$ cat src/rtl/riscv_lsu_if.sv
// riscv_lsu_if: req/gnt/rvalid data bus between the load/store unit and memory
interface riscv_lsu_if #(
   parameter int ADDR_W = 32,
   parameter int DATA_W = 32
);
   logic              req;
   logic              we;
   logic [ADDR_W-1:0] addr;
   logic [3:0]        be;
   logic [DATA_W-1:0] wdata;
   logic              gnt;
   logic              rvalid;
   logic [DATA_W-1:0] rdata;
   modport master(output req, we, addr, be, wdata, input gnt, rvalid, rdata);
   modport slave(input req, we, addr, be, wdata, output gnt, rvalid, rdata);
endinterface

$ cat src/rtl/riscv_lsu.sv
// riscv_lsu: single-transaction load/store unit that stalls the core until its bus access completes
module riscv_lsu #(
   parameter int ADDR_W = 32,
   parameter int DATA_W = 32
) (
   input  logic              clk,
   input  logic              reset,
   input  logic              data_req_i,
   input  logic              data_wr_i,
   input  logic [1:0]        data_byte_i,
   input  logic              zero_extnd_i,
   input  logic [ADDR_W-1:0] data_addr_i,
   input  logic [DATA_W-1:0] data_wdata_i,
   output logic              stall_o,
   output logic [DATA_W-1:0] ld_data_o,
   output logic              misaligned_o,
   riscv_lsu_if.master       mem
);
   typedef enum logic [1:0] {IDLE, REQ, WAIT_RSP, DONE} state_t;
   state_t state, state_n;
   logic              mis;
   logic [3:0]        be;
   logic [DATA_W-1:0] wd, sh, ld;
   logic [1:0]        sz_q, lo_q;
   logic              zx_q;
   assign mis = (data_byte_i == 2'b11) | (data_byte_i == 2'b01 & data_addr_i[0]) |
                (data_byte_i == 2'b10 & |data_addr_i[1:0]);
   assign be  = data_byte_i == 2'b00 ? 4'b0001 << data_addr_i[1:0] :
                data_byte_i == 2'b01 ? 4'b0011 << data_addr_i[1:0] : 4'b1111;
   assign wd  = data_byte_i == 2'b00 ? {4{data_wdata_i[7:0]}} :
                data_byte_i == 2'b01 ? {2{data_wdata_i[15:0]}} : data_wdata_i;
   // extraction uses the attributes latched at launch, not the live inputs
   assign sh  = mem.rdata >> {lo_q, 3'b000};
   assign ld  = sz_q == 2'b00 ? {{24{~zx_q & sh[7]}}, sh[7:0]} :
                sz_q == 2'b01 ? {{16{~zx_q & sh[15]}}, sh[15:0]} : sh;
   assign stall_o = data_req_i & (state != DONE) & ~reset;
   always_ff @(posedge clk)
      state <= reset ? IDLE : state_n;
   always_comb begin
      state_n = state;
      state_n = state == IDLE     ? (data_req_i ? (mis ? DONE : REQ) : IDLE) :
                state == REQ      ? (mem.gnt ? (mem.we ? DONE : WAIT_RSP) : REQ) :
                state == WAIT_RSP ? (mem.rvalid ? DONE : WAIT_RSP) : IDLE;
   end
   always_ff @(posedge clk) begin
      if (reset) begin
         ld_data_o    <= '0;
         misaligned_o <= 1'b0;
         mem.req      <= 1'b0;
         mem.we       <= 1'b0;
         mem.addr     <= '0;
         mem.be       <= '0;
         mem.wdata    <= '0;
         sz_q         <= '0;
         lo_q         <= '0;
         zx_q         <= 1'b0;
      end else begin
         misaligned_o <= state == IDLE & data_req_i & mis;
         if (state == IDLE & data_req_i & mis)
            ld_data_o <= '0;
         if (state == IDLE & data_req_i & ~mis) begin
            mem.req   <= 1'b1;
            mem.we    <= data_wr_i;
            mem.addr  <= {data_addr_i[ADDR_W-1:2], 2'b00};
            mem.be    <= be;
            mem.wdata <= wd;
            sz_q      <= data_byte_i;
            lo_q      <= data_addr_i[1:0];
            zx_q      <= zero_extnd_i;
         end
         if (state == REQ & mem.gnt)
            mem.req <= 1'b0;
         if (state == WAIT_RSP & mem.rvalid)
            ld_data_o <= ld;
      end
   end
endmodule

$ cat src/flat_wrapper.sv
// flat-port wrapper written by rule: the top's interface ports become plain ports
module riscv_lsu_flat 
#(
   parameter int ADDR_W = 32,
   parameter int DATA_W = 32
)
  (clk, reset, data_req_i, data_wr_i, data_byte_i, zero_extnd_i, data_addr_i, data_wdata_i, stall_o, ld_data_o, misaligned_o, mem_req, mem_we, mem_addr, mem_be, mem_wdata, mem_gnt, mem_rvalid, mem_rdata);
  riscv_lsu_if #(.ADDR_W(ADDR_W), .DATA_W(DATA_W)) mem_i ();
  input  logic clk;
  input  logic reset;
  input  logic data_req_i;
  input  logic data_wr_i;
  input  logic [1:0] data_byte_i;
  input  logic zero_extnd_i;
  input  logic [ADDR_W-1:0] data_addr_i;
  input  logic [DATA_W-1:0] data_wdata_i;
  output logic stall_o;
  output logic [DATA_W-1:0] ld_data_o;
  output logic misaligned_o;
  output wire logic [$bits(mem_i.req)-1:0] mem_req;
  output wire logic [$bits(mem_i.we)-1:0] mem_we;
  output wire logic [$bits(mem_i.addr)-1:0] mem_addr;
  output wire logic [$bits(mem_i.be)-1:0] mem_be;
  output wire logic [$bits(mem_i.wdata)-1:0] mem_wdata;
  input wire logic [$bits(mem_i.gnt)-1:0] mem_gnt;
  input wire logic [$bits(mem_i.rvalid)-1:0] mem_rvalid;
  input wire logic [$bits(mem_i.rdata)-1:0] mem_rdata;
  assign mem_req = mem_i.req;
  assign mem_we = mem_i.we;
  assign mem_addr = mem_i.addr;
  assign mem_be = mem_i.be;
  assign mem_wdata = mem_i.wdata;
  assign mem_i.gnt = mem_gnt;
  assign mem_i.rvalid = mem_rvalid;
  assign mem_i.rdata = mem_rdata;
  riscv_lsu #(.ADDR_W(ADDR_W), .DATA_W(DATA_W)) u_core (.clk(clk), .reset(reset), .data_req_i(data_req_i), .data_wr_i(data_wr_i), .data_byte_i(data_byte_i), .zero_extnd_i(zero_extnd_i), .data_addr_i(data_addr_i), .data_wdata_i(data_wdata_i), .stall_o(stall_o), .ld_data_o(ld_data_o), .misaligned_o(misaligned_o), .mem(mem_i));
endmodule
$ cat config.mk
export PLATFORM = sky130hd
export DESIGN_NAME = riscv_lsu_flat
export DESIGN_NICKNAME = d
export VERILOG_FILES = /design/src/rtl/riscv_lsu_if.sv /design/src/rtl/riscv_lsu.sv /design/src/flat_wrapper.sv
export SDC_FILE = /design/constraint.sdc
export NUM_CORES = 1
export LEC_CHECK = 0
export CELL_PAD_IN_SITES_DETAIL_PLACEMENT = 0
export CELL_PAD_IN_SITES_GLOBAL_PLACEMENT = 1
export CORE_UTILIZATION = 30
export DETAILED_ROUTE_END_ITERATION = 10
export PLACE_DENSITY = 0.85
export SYNTH_ARGS = -nofsm -noshare
export SYNTH_HDL_FRONTEND = slang
export SYNTH_SLANG_ARGS = --single-unit
$ cat constraint.sdc
create_clock -name clk -period 2.4 [get_ports clk]
set_input_delay 0.24 -clock clk [delete_from_list [all_inputs] [get_ports clk]]
set_output_delay 0.24 -clock clk [all_outputs]
set_load 0.02 [all_outputs]
## Yosys cells after proc, flatten, opt, wreduce, memory -nomap -nowiden

Cells that the tools add are included.

| word-level totals | value |
|---|---|
| word-level logic and storage cells | 59 |
| output and inout bits | 104 |
| input bits | 105 |
| bits in registers | 108 |

| operators by class | value |
|---|---|
| eq/ne operators | 7 |
| mux-type cells | 16 |
| bitwise gates (word level) | 16 |
| reduce and logical (&&, ||, !) cells | 6 |
| shift-type cells | 3 |

Operator list:

| kind | count |
|---|---|
| 2-to-1 mux 32 bit | 6 |
| right shift 32 x 5 -> 32 bit | 1 |
| 2-to-1 mux 2 bit | 6 |
| AND 1 bit | 11 |
| 2-to-1 mux 4 bit | 2 |
| equality test 2 x 1 -> 1 bit, second input constant | 3 |
| equality test 2 bit, second input constant | 3 |
| logical NOT 2 bit | 3 |
| OR reduction 2 bit | 2 |
| << shifter 1 x 2 -> 4 bit, first input constant | 1 |
| << shifter 2 x 2 -> 4 bit, first input constant | 1 |
| NOT 1 bit | 3 |
| 2-to-1 mux 1 bit | 2 |
| inequality test 2 bit, second input constant | 1 |
| bitwise OR 1 bit | 2 |
| nonzero test 2 bit | 1 |

## Longest topological paths before layout

Gate-level depths: netlist of run 1.

| depth | value |
|---|---|
| word-level depth | 7 |
| gate-level depth with buffers | 9 |
| depth with buffers taken out | 6 |

## Least setup slack after synthesis of run 1

Ideal clock, no wire load.

| path | value |
|---|---|
| kind | input to register |
| start | input port data_addr_i[0] |
| end | register u_core.ld_data_o[29] |
| stages | 9 |
| path slack | 0.442 ns |
| required time | 2.278 ns |
| arrival time | 1.836 ns |
| library setup time | 0.122 ns |
| buffers on the path | 3 |
| cells stage by stage | inv_1 > ha_1 > nor2b_1 > o41a_1 > buf_6 > nor2b_4 > buf_6 > buf_8 > a221o_1 |

| between the ends | value |
|---|---|
| longest elaborated chain between the ends | 5 |
| elaborated cells between the ends (all ways) | 7 |
| those cells by class | 5 x bitwise; 2 x reduce/logical |

Ends and longest elaborated chain:

| item | line | RTL |
|---|---|---|
| start, declared | flat_wrapper.sv:15 | `input logic [ADDR_W-1:0] data_addr_i;` |
| AND 1 bit or OR reduction 2 bit (tied branches) | riscv_lsu.sv:26, riscv_lsu.sv:27 |  |
| bitwise OR 1 bit or AND 1 bit (tied branches) | riscv_lsu.sv:26, riscv_lsu.sv:27 |  |
| bitwise OR 1 bit (*) | riscv_lsu.sv:26 | `assign mis = (data_byte_i == 2'b11) \| (data_byte_i == 2'b01 & data_addr_i[0]) \|` |
| AND 1 bit (*) | riscv_lsu.sv:59 | `if (state == IDLE & data_req_i & mis)` |
| nonzero test 2 bit (no source line) (*) | n/a |  |
| end signal, assigned | riscv_lsu.sv:74 | `ld_data_o <= ld;` |
| end, declared | riscv_lsu.sv:15 | `output logic [DATA_W-1:0] ld_data_o,` |

Every way passes the cells marked *; elsewhere a longest branch is shown, timed or not.
A chain may end at the register's enable or synchronous reset.

## Final worst setup path of run 1

| path | value |
|---|---|
| start | input port data_addr_i[0] |
| end | register u_core.mem.addr[28] |

| between the ends | value |
|---|---|
| longest elaborated chain between the ends | 5 |
| elaborated cells between the ends (all ways) | 7 |
| those cells by class | 6 x bitwise; 1 x reduce/logical |

Ends and longest elaborated chain:

| item | line | RTL |
|---|---|---|
| AND 1 bit or OR reduction 2 bit (tied branches) | riscv_lsu.sv:26, riscv_lsu.sv:27 |  |
| bitwise OR 1 bit or AND 1 bit (tied branches) | riscv_lsu.sv:26, riscv_lsu.sv:27 |  |
| bitwise OR 1 bit (*) | riscv_lsu.sv:26 |  |
| NOT 1 bit (*) | riscv_lsu.sv:61 | `if (state == IDLE & data_req_i & ~mis) begin` |
| AND 1 bit (*) | riscv_lsu.sv:61 |  |
| end signal, assigned | riscv_lsu.sv:64 | `mem.addr <= {data_addr_i[ADDR_W-1:2], 2'b00};` |
| end, declared | riscv_lsu_if.sv:14 | `modport master(output req, we, addr, be, wdata, input gnt, rvalid, rdata);` |

Marked as above.

==> results of run 1 <==
## flip-flops by register name, summed over array words and instances (netlist names), 2 cells and up
register,count
u_core.sz_q,2
u_core.ld_data_o,32
u_core.mem.be,4
u_core.state,2
u_core.mem.addr,30
u_core.lo_q,2
u_core.mem.wdata,32
## cells by family (layout without fill, tap and decap cells)
logic type,after synthesis,count (layout),synth area share (%)
compound gates,154,154,21.04
mux,43,43,9.293
flops,108,108,45.62
fa+ha+maj,4,4,1.056
other cells,1,2,0.07912
buf+inv,57,247,5.940
xor+xnor,1,1,0.1848
simple gates,193,193,16.79
## metal layers
| metal | share of wire, % | GRT usage, % | routed length (um) | vias up |
|---|---|---|---|---|
| met1 | 42 | 22.74 | 6473 | 2172 |
| met3 | 8.4 | 5.551 | 1280 | 21 |
| met5 | 0 | 0 | 0 | - |
| li1 | - | - | - | 2322 |
| met2 | 47 | 31.15 | 7221 | 184 |
| met4 | 2.1 | 7.682 | 315 | 0 |
## synth_stat cells (all sizes together), types with 2 or more instances
master,number
nor2,36
mux2,8
a311oi,9
buf,19
a211oi,9
nor2b,5
a221o,9
nand3b,3
a211o,7
dfxtp,108
mux2i,35
nor3,8
o21ai,24
inv,6
clkbuf,32
a22o,8
a21oi,71
a2111oi,2
ha,4
o211ai,8
nand2,135
## layout make-up
class	instances	area [um2]	area share, %
clock buffers	12	236.5	3.246
clock inverters	2	37.54	0.5153
inverters	6	22.52	0.3092
multi-input cells	397	2307	31.67
flip-flops and latches	108	2162	29.68
well taps	211	264.0	3.624
repair buffers	227	2255	30.95
## per-stage QoR
step | power [W] | hold slack (ns) | worst slack (ns)
floorplan | 0.002483 | 0.3760 | 0.4422
global placement | 0.002958 | 0.4415 | 0.06718
detailed placement | 0.002975 | 0.4491 | 0.02372
CTS | 0.004416 | 0.2622 | 0.3647
global route | 0.004570 | 0.2812 | 0.2363
finish | 0.004357 | 0.2744 | 0.3878
## worst max-delay path, cell delays in order
cell             delay, ns
clkdlybuf4s50_1       0.48
inv_1                 0.07
ha_1                  0.20
nor2b_1               0.14
buf_4                 0.14
o211ai_1              0.41
buf_4                 0.22
buf_12                0.16
nand2_1               0.07
a21oi_1               0.15
## power breakdown
part	switching, W	total [W]	internal, W
clock network	0.000622	0.00142	0.000799
registers	0.0000644	0.00196	0.00190
logic	0.000489	0.000974	0.000485
## worst max-delay path by stage
stage,depth (start not counted),from,end
global placement,7,data_addr_i[0],u_core.ld_data_o[23]
CTS,4,data_req_i,stall_o
detailed placement,10,data_addr_i[0],u_core.mem.addr[28]
finish,10,data_addr_i[0],u_core.mem.addr[28]
floorplan,9,data_addr_i[0],u_core.ld_data_o[29]
global route,10,data_addr_i[0],u_core.mem.addr[15]
==> results.py, run 1 <==
metrics = {
    "placement": {
        "post-place-cells": 949,
        "gp_congestion": 0.8342,
        "portBuffers": 206,
        "place_area_um2": 7010,
        "dpl.hpwl_mm": 11.32,
    },
    "setup_path": {
        "cp_max_fo": 25,
        "startpoint_type": "input port",
        "r2r_start": "u_core.state[1]",
        "timing.rr.end": "u_core.ld_data_o[28]",
        "worstSetupPathType": "input port to flip-flop",
        "crit_path_end_kind": "flip-flop",
        "r2r_cells": 4,
        "critPathRequiredTime_ns": 2.67,
        "reg2reg_slack_ns": 0.58,
        "critPathArrivalTime_ns": 2.28,
    },
    "min_path": {
        "min_to": "u_core.ld_data_o[7]",
        "min_path_cells": 2,
        "hold_start": "reset",
        "min_path_type": "input port to flip-flop",
    },
    "sta": {
        "clock-skew-final_ns": 0.005017,
        "setup_viol": 0,
        "drv_slew": 0,
        "worst_pin_slew_ns": 0.7370,
        "post-route-period-util_pct": 83.84,
        "hold_viol": 0,
        "timing.slew.headroom_pct": 50.69,
        "finalSetupTns_ns": 0,
        "fmax_mhz": 497.0,
        "fin_crit_ns": 2.012,
        "rsz0062_at_grt": "no",
    },
    "cells_and_area": {
        "final_layout_size_suffix_gt1_share_pct": 6.383,
        "syn_to_final_growth_pct": 53.70,
        "final_cell_mix": "clkdlybuf4s50_1, nand2_1, dfxtp_1",
        "fillers": 1461,
        "final_common_cell": "clkdlybuf4s50_1",
        "utilization_pct": 47.57,
        "layout.cells.non_filler": 963,
        "antenna_cells": 0,
        "final_nets": 858,
        "stdcell_area_um2": 7284,
    },
    "die": {
        "die_h_um": 127.7,
        "die_area_um2": 16300,
        "core_um2": 15310,
        "fp.dieW_um": 127.7,
        "io_pins": 209,
        "num_rows": 45,
        "start_util_pct": 30.95,
    },
    "clock_tree": {
        "hold_buffers": 0,
        "htree_levels": 3,
        "cts.sinks": 108,
        "numCtsBuffers": 9,
        "root_buffer": "clkbuf_16",
        "clockBufferDepth": 2,
        "tritoncts": "yes",
        "cts_setup_buffers": 0,
        "path_clk_slew_ns": 0.07,
        "cts_resized": 0,
        "insertion_delay_ns": 0.34,
    },
    "global_routing": {
        "grt_usage_pct": 18.77,
        "antenna_found_initial": 0,
        "first_global_vias": 4614,
        "grt-ovfl-total": 0,
        "grt_start_max_net_pins": 63,
        "grt_pass1_wl_mm": 23.86,
    },
    "pwr": {
        "ir_worst_vdd_uv": 394.6,
        "power_density_nw_per_um2": 598.1,
        "p_leak_nw": 2.623,
    },
    "yosys": {
        "synth-edff-count": 0,
        "synth_cell_types": 45,
        "yosys.area.top_type": "dfxtp_1",
        "ys.flop_type": "dfxtp_1",
        "syn-mean-instance-area_um2": 8.448,
        "yosysWarnings": 0,
        "async_reset_ff_share_pct": 0,
        "synthCells": 561,
        "synth_top_area_share_pct": 45.62,
        "syn_area_um2": 4740,
        "yosysSeqAreaShare_pct": 45.62,
        "ys_ff_latch": 108,
        "ys_top_cells_by_area": "dfxtp_1, nand2_1, a21oi_1",
    },
    "drt": {
        "ant_nets": 0,
        "drtPass1Iterations": 4,
        "drc": 0,
        "dr.first_iter.drc_count": 227,
        "drt_wl_total_mm": 15.29,
        "via_per_inst": 4.880,
        "wire_per_inst_um": 15.88,
        "vias": 4699,
    },
    "run_status": {
        "status": "finished, final reports clean",
    },
    "run": {
        "max_cap_violations": 0,
    },
}
(Power assumes the default switching activity.)
==> inputs of run 2 (changes only) <==
--- a/config.mk
+++ b/config.mk
@@ -7,9 +7,9 @@
 export LEC_CHECK = 0
 export CELL_PAD_IN_SITES_DETAIL_PLACEMENT = 0
 export CELL_PAD_IN_SITES_GLOBAL_PLACEMENT = 1
-export CORE_UTILIZATION = 30
+export CORE_UTILIZATION = 27
 export DETAILED_ROUTE_END_ITERATION = 10
-export PLACE_DENSITY = 0.85
+export PLACE_DENSITY = 0.81
 export SYNTH_ARGS = -nofsm -noshare
 export SYNTH_HDL_FRONTEND = slang
 export SYNTH_SLANG_ARGS = --single-unit
==> constraint.sdc (replaced) <==
create_clock -name clk -period 1.8 [get_ports clk]
set_input_delay 0.18 -clock clk [delete_from_list [all_inputs] [get_ports clk]]
set_output_delay 0.18 -clock clk [all_outputs]
set_load 0.02 [all_outputs]
==> run 2 against run 1 <==
Compared with the run above: first-iteration DRC count shrank 1.3%; flip-flop and latch count did not move; core utilization down 3.8 points; highest routed layer is now met5; combinational power rose by 40%; global-route usage fell by 1.3 points; critical path depth down 4; cell count increased by 3.7%; largest cell class is now non-clock buffers; count of clock-buffer cells in the layout up 1; clock power up 50%; worst hold slack got worse by 0.0067 ns.
==> results.py, run 2 (same netlist as run 1, synthesis figures left out) <==
metrics = {
    "run_status": {
        "status": "finished, final reports clean",
    },
    "sta": {
        "clock-skew-final_ns": 0.005138,
        "hold_viol": 0,
        "setup_slack_ns": 0.07445,
        "fmax_mhz": 579.5,
        "finalSetupTns_ns": 0,
        "whs_ns": 0.2677,
        "post-route-period-util_pct": 95.86,
        "timing.slew.headroom_pct": 63.99,
        "setup_viol": 0,
        "worst_pin_slew_ns": 0.5382,
        "fin_crit_ns": 1.726,
        "drv_slew": 0,
        "rsz0062_at_grt": "no",
    },
    "pwr": {
        "pwr-share-comb_pct": 22.4,
        "fin_total_pwr_w": 0.006096,
        "ir_worst_vdd_uv": 494.3,
        "sw_frac_of_total_pct": 27.04,
        "p_leak_nw": 2.774,
        "p_switching_w": 0.001648,
        "p_int_w": 0.004448,
        "power_density_nw_per_um2": 807.7,
        "clockPowerShare_pct": 34.9,
        "p_seq_share_pct": 42.7,
    },
    "cells_and_area": {
        "final_nets": 877,
        "reg_top3": "u_core.ld_data_o (32), u_core.mem.wdata (32), u_core.mem.addr (30)",
        "final_cell_mix": "clkdlybuf4s50_1, nand2_1, dfxtp_1",
        "final_common_cell": "clkdlybuf4s50_1",
        "fillers": 1704,
        "utilization_pct": 43.79,
        "syn_to_final_growth_pct": 59.24,
        "final_layout_size_suffix_gt1_share_pct": 10.09,
    },
    "setup_path": {
        "startpoint_type": "input port",
        "worstSetupPathType": "input port to flip-flop",
        "setup.worst_path.end": "u_core.ld_data_o[23]",
        "crit_path_end_kind": "flip-flop",
        "cp_max_fo": 6,
        "reg2reg_slack_ns": 0.11,
        "r2r_cells": 4,
        "critPathArrivalTime_ns": 1.97,
        "r2r_start": "u_core.state[0]",
        "critPathLaunch": "data_byte_i[0]",
        "timing.rr.end": "u_core.ld_data_o[25]",
        "critPathRequiredTime_ns": 2.04,
    },
    "clock_tree": {
        "tritoncts": "yes",
        "insertion_delay_ns": 0.35,
        "hold_buffers": 0,
        "htree_levels": 3,
        "numCtsBuffers": 9,
        "path_clk_slew_ns": 0.07,
        "cts.sinks": 108,
        "clockBufferDepth": 2,
        "cts_setup_buffers": 0,
        "root_buffer": "clkbuf_16",
    },
    "die": {
        "num_rows": 48,
        "core_um2": 17240,
        "fp.dieW_um": 134.5,
        "start_util_pct": 27.50,
        "io_pins": 209,
        "die_area_um2": 18090,
        "die_h_um": 134.5,
    },
    "placement": {
        "portBuffers": 206,
        "dpl.hpwl_mm": 11.28,
        "gp_congestion": 0.7992,
        "dp_slack_ns": -0.3914,
    },
    "global_routing": {
        "grt-ovfl-total": 0,
        "grt_pass1_wl_mm": 24.45,
        "first_global_vias": 4626,
        "grt_start_max_net_pins": 46,
        "antenna_found_initial": 2,
        "grt_usage_pct": 17.52,
    },
    "drt": {
        "vias": 4677,
        "ant_nets": 0,
        "drt_wl_total_mm": 15.64,
        "drtPass1Iterations": 4,
        "dr.first_iter.drc_count": 224,
        "via_per_inst": 4.682,
        "wire_per_inst_um": 15.65,
        "drc": 0,
    },
    "run": {
        "max_cap_violations": 0,
    },
    "min_path": {
        "min_path_cells": 4,
        "min_path_type": "input port to flip-flop",
    },
}
==> run 2: power groups by stage <==
stage	clock network, W	registers (W)	logic, W
floorplan	0	0.00281	0.000507
global placement	0	0.00266	0.00135
detailed placement	0	0.00266	0.00135
CTS	0.00222	0.00261	0.00137
global route	0.00229	0.00262	0.00147
finish	0.00213	0.00261	0.00136
==> run 2: timing repair <==
action,4_1_cts,5_1_grt
endpoints found under the setup margin,2,13
endpoints found under the hold margin,0,0
pin swaps,1,1
gates cloned,1,1
gates resized for setup,1,6
==> run 2: layout make-up <==
| class | instances | area [um2] | area share [%] |
|---|---|---|---|
| sequential | 108 | 2163 | 28.66 |
| antenna | 1 | 2.502 | 0.03316 |
| tap | 225 | 281.5 | 3.730 |
| clock inverter | 3 | 42.54 | 0.5637 |
| multi-input combinational | 399 | 2344 | 31.05 |
| inverter | 6 | 22.52 | 0.2984 |
| timing repair buffer | 244 | 2411 | 31.95 |
| clock buffer | 13 | 280.3 | 3.714 |
==> run 2: critical path, stage by stage <==
cell	delay, ns
clkdlybuf4s50_1	0.53
buf_4	0.14
nor2b_4	0.03
o41a_1	0.50
nor2b_4	0.20
a221o_2	0.38
==> run 2: how the worst min path moves through the flow <==
| stage | startpoint | endpoint | slack [ns] |
|---|---|---|---|
| after detailed placement | u_core.mem.addr[16] | u_core.mem.addr[16] | 0.45 |
| final | data_addr_i[1] | u_core.lo_q[1] | 0.27 |
| after CTS | data_addr_i[20] | u_core.mem.addr[20] | 0.35 |
| after floorplan | zero_extnd_i | u_core.zx_q | 0.32 |
| after global routing | data_addr_i[1] | u_core.lo_q[1] | 0.28 |
| after global placement | u_core.mem.addr[24] | u_core.mem.addr[24] | 0.44 |
==> run 2: per-layer routing <==
metal	track usage (%)	share of wire [%]	vias up	wire [um]
met5	0	0.083	-	13
met4	5.056	0.66	2	103
met3	5.330	7.1	11	1105
met2	29.56	48	157	7544
met1	21.45	44	2147	6872
li1	-	-	2360	-
==> run 2: through the flow <==
step / instance area, um2 / instances
2_1_floorplan: 4753 / 562
3_3_place_gp: 7191 / 980
3_5_place_dp: 7191 / 980
4_1_cts: 7521 / 997
5_1_grt: 7547 / 999
6_report: 7547 / 999
==> inputs of run 3 (changes only) <==
==> constraint.sdc (replaced) <==
create_clock -name clk -period 1.5 [get_ports clk]
set_input_delay 0.3 -clock clk [delete_from_list [all_inputs] [get_ports clk]]
set_output_delay 0.3 -clock clk [all_outputs]
set_load 0.02 [all_outputs]
==> run 3 against run 2 <==
Compared with the run above: the flow now finishes with violations (negative setup slack); cell area grew 16%; global-route usage increased by 0.21 points; core utilization up 7.2 points; wire length is 11% higher; register-to-register slack worse by 0.27 ns; via count up 7.4%; non-clock buffer count up 55; combinational power up 55%; clock skew grew 0.0021 ns; sequential power rose by 20%.
==> results.py, run 3 (same netlist as run 1, synthesis figures left out) <==
metrics = {
    "drt": {
        "drtPass1Iterations": 4,
        "vias": 5021,
        "dr.first_iter.drc_count": 215,
        "via_per_inst": 4.764,
        "ant_nets": 0,
        "wire_per_inst_um": 16.47,
        "drc": 0,
        "drt_wl_total_mm": 17.36,
    },
    "global_routing": {
        "grt_usage_pct": 17.73,
        "grt_start_max_net_pins": 36,
        "first_global_vias": 4621,
        "grt_pass1_wl_mm": 25.01,
        "busiest_layer": "met2",
        "grt-ovfl-total": 0,
        "use_met3_pct": 5.480,
        "antenna_found_initial": 1,
        "grt_util_met2_pct": 29.71,
        "global_route.usage.met1_pct": 22.34,
    },
    "die": {
        "num_rows": 48,
        "die_h_um": 134.5,
        "fp.dieW_um": 134.5,
        "io_pins": 209,
        "core_um2": 17240,
        "die_area_um2": 18090,
        "start_util_pct": 27.50,
    },
    "cells_and_area": {
        "syn_to_final_growth_pct": 85.43,
        "stdcell_area_um2": 8788,
        "fillers": 1608,
        "final_cell_mix": "dfxtp_1, dlygate4sd2_1, clkdlybuf4s50_1",
        "utilization_pct": 50.99,
        "reg_top3": "u_core.ld_data_o (32), u_core.mem.wdata (32), u_core.mem.addr (30)",
        "final_nets": 933,
        "final_common_cell": "dfxtp_1",
        "final_layout_size_suffix_gt1_share_pct": 32.33,
        "antenna_cells": 0,
    },
    "pwr": {
        "sw_frac_of_total_pct": 29.79,
        "power_density_nw_per_um2": 862.9,
        "p_seq_share_pct": 41.3,
        "p_leak_nw": 3.826,
        "clockPowerShare_pct": 30.9,
        "fin_total_pwr_w": 0.007583,
        "p_int_w": 0.005324,
        "ir_worst_vdd_uv": 541.1,
        "p_switching_w": 0.002259,
        "pwr-share-comb_pct": 27.8,
    },
    "min_path": {
        "hold_start": "data_addr_i[0]",
        "min_to": "u_core.lo_q[0]",
        "min_path_cells": 4,
        "min_path_type": "input port to flip-flop",
    },
    "sta": {
        "hold_viol": 0,
        "clock-skew-final_ns": 0.007225,
        "worst_pin_slew_ns": 0.5240,
        "setup_viol": 88,
        "post-route-period-util_pct": 111.0,
        "timing.slew.headroom_pct": 65.07,
        "rsz0062_at_grt": "yes",
        "fin_crit_ns": 1.665,
        "whs_ns": 0.3306,
        "setup_slack_ns": -0.1649,
        "drv_slew": 0,
        "fmax_mhz": 600.6,
    },
    "setup_path": {
        "path_cells": "or2_1, o41a_1, nor2b_4, a221o_1",
        "r2r_cells": 4,
        "timing.rr.end": "u_core.ld_data_o[26]",
        "reg2reg_slack_ns": -0.16,
        "crit_path_end_kind": "flip-flop",
        "critPathRequiredTime_ns": 1.73,
        "critPathArrivalTime_ns": 1.90,
        "startpoint_type": "flip-flop",
        "crit_buf_inv": 0,
        "cp_slowest_stage_delay_ns": 0.44,
        "worstSetupPathType": "flip-flop to flip-flop",
        "critPathTopFamily": "compound AO/OA/AOI/OAI gates",
        "slowest_stage": "o41a_1",
        "r2r_start": "u_core.state[0]",
        "cp_max_fo": 6,
        "path_depth": 4,
    },
    "clock_tree": {
        "path_clk_slew_ns": 0.07,
        "tritoncts": "yes",
        "clockBufferDepth": 2,
        "numCtsBuffers": 9,
        "cts.sinks": 108,
        "insertion_delay_ns": 0.35,
        "htree_levels": 3,
        "root_buffer": "clkbuf_16",
    },
    "run_status": {
        "status": "finished, violations left",
        "violations": "negative setup slack",
    },
    "placement": {
        "portBuffers": 206,
        "dpl.hpwl_mm": 11.14,
        "place_area_um2": 7382,
        "gp_congestion": 0.7914,
        "dp_slack_ns": -0.7771,
    },
    "run": {
        "max_cap_violations": 0,
    },
}
==> run 3: changes by cell type in the layout (fill, tap and decap cells not counted), sizes merged <==
cell	before	now
inv	6	7
dlymetal6s2s	2	0
nor2b	7	8
buf	39	89
clkbuf	13	20
dlygate4sd2	1	104
clkinv	1	3
bufinv	1	0
clkdlybuf4s50	202	97
diode	1	0
==> run 3: final cells by class <==
class | count | area (um2) | area share (%)
Timing Repair Buffer | 299 | 3058 | 34.79
Multi-Input combinational cell | 400 | 2970 | 33.80
Sequential cell | 108 | 2168 | 24.67
Tap cell | 225 | 281.5 | 3.203
Clock buffer | 11 | 252.7 | 2.876
Clock inverter | 5 | 35.03 | 0.3986
Inverter | 6 | 22.52 | 0.2563
==> run 3: timing repair <==
| action | CTS | global route |
|---|---|---|
| buffers inserted | 15 | 19 |
| setup endpoints to repair | 208 | 102 |
| pin swaps | 25 | 60 |
| gates cloned | 6 | 9 |
| hold buffers | 0 | 0 |
| resized for setup | 154 | 164 |
==> run 3: metrics by stage <==
step           instances  setup TNS (ns)
5_1_grt             1054          -12.81
3_3_place_gp         993          -69.56
3_5_place_dp         993          -70.23
2_1_floorplan        562          -8.646
4_1_cts             1027          -1.958
6_report            1054          -6.612
==> run 3: tightest hold or removal path: stages <==
cell     delay (ns)
buf_6          0.09
buf_4          0.15
nand2_2        0.06
a21oi_2        0.04
==> run 3: power groups by stage <==
| stage | registers, W | logic (W) | clock network, W |
|---|---|---|---|
| detailed placement | 0.00319 | 0.00170 | 0 |
| finish | 0.00314 | 0.00211 | 0.00234 |
| CTS | 0.00312 | 0.00175 | 0.00241 |
| global route | 0.00316 | 0.00224 | 0.00253 |
| global placement | 0.00319 | 0.00170 | 0 |
| floorplan | 0.00337 | 0.000647 | 0 |
==> run 3: routing by layer <==
metal  wire length [um]  up-vias
li1                   -     2478
met1               7377     2355
met2               8416      172
met3               1395       14
met4                161        2
met5                 13        -
==> run 3: worst max path at each step <==
stage | end | startpoint | slack (ns)
finish | u_core.ld_data_o[26] | u_core.state[0] | -0.16
global placement | u_core.ld_data_o[23] | data_addr_i[0] | -0.78
CTS | u_core.ld_data_o[23] | u_core.state[0] | -0.15
detailed placement | u_core.ld_data_o[23] | data_addr_i[0] | -0.78
global route | u_core.mem.wdata[24] | u_core.state[0] | -0.22
floorplan | u_core.ld_data_o[29] | u_core.state[0] | -0.42
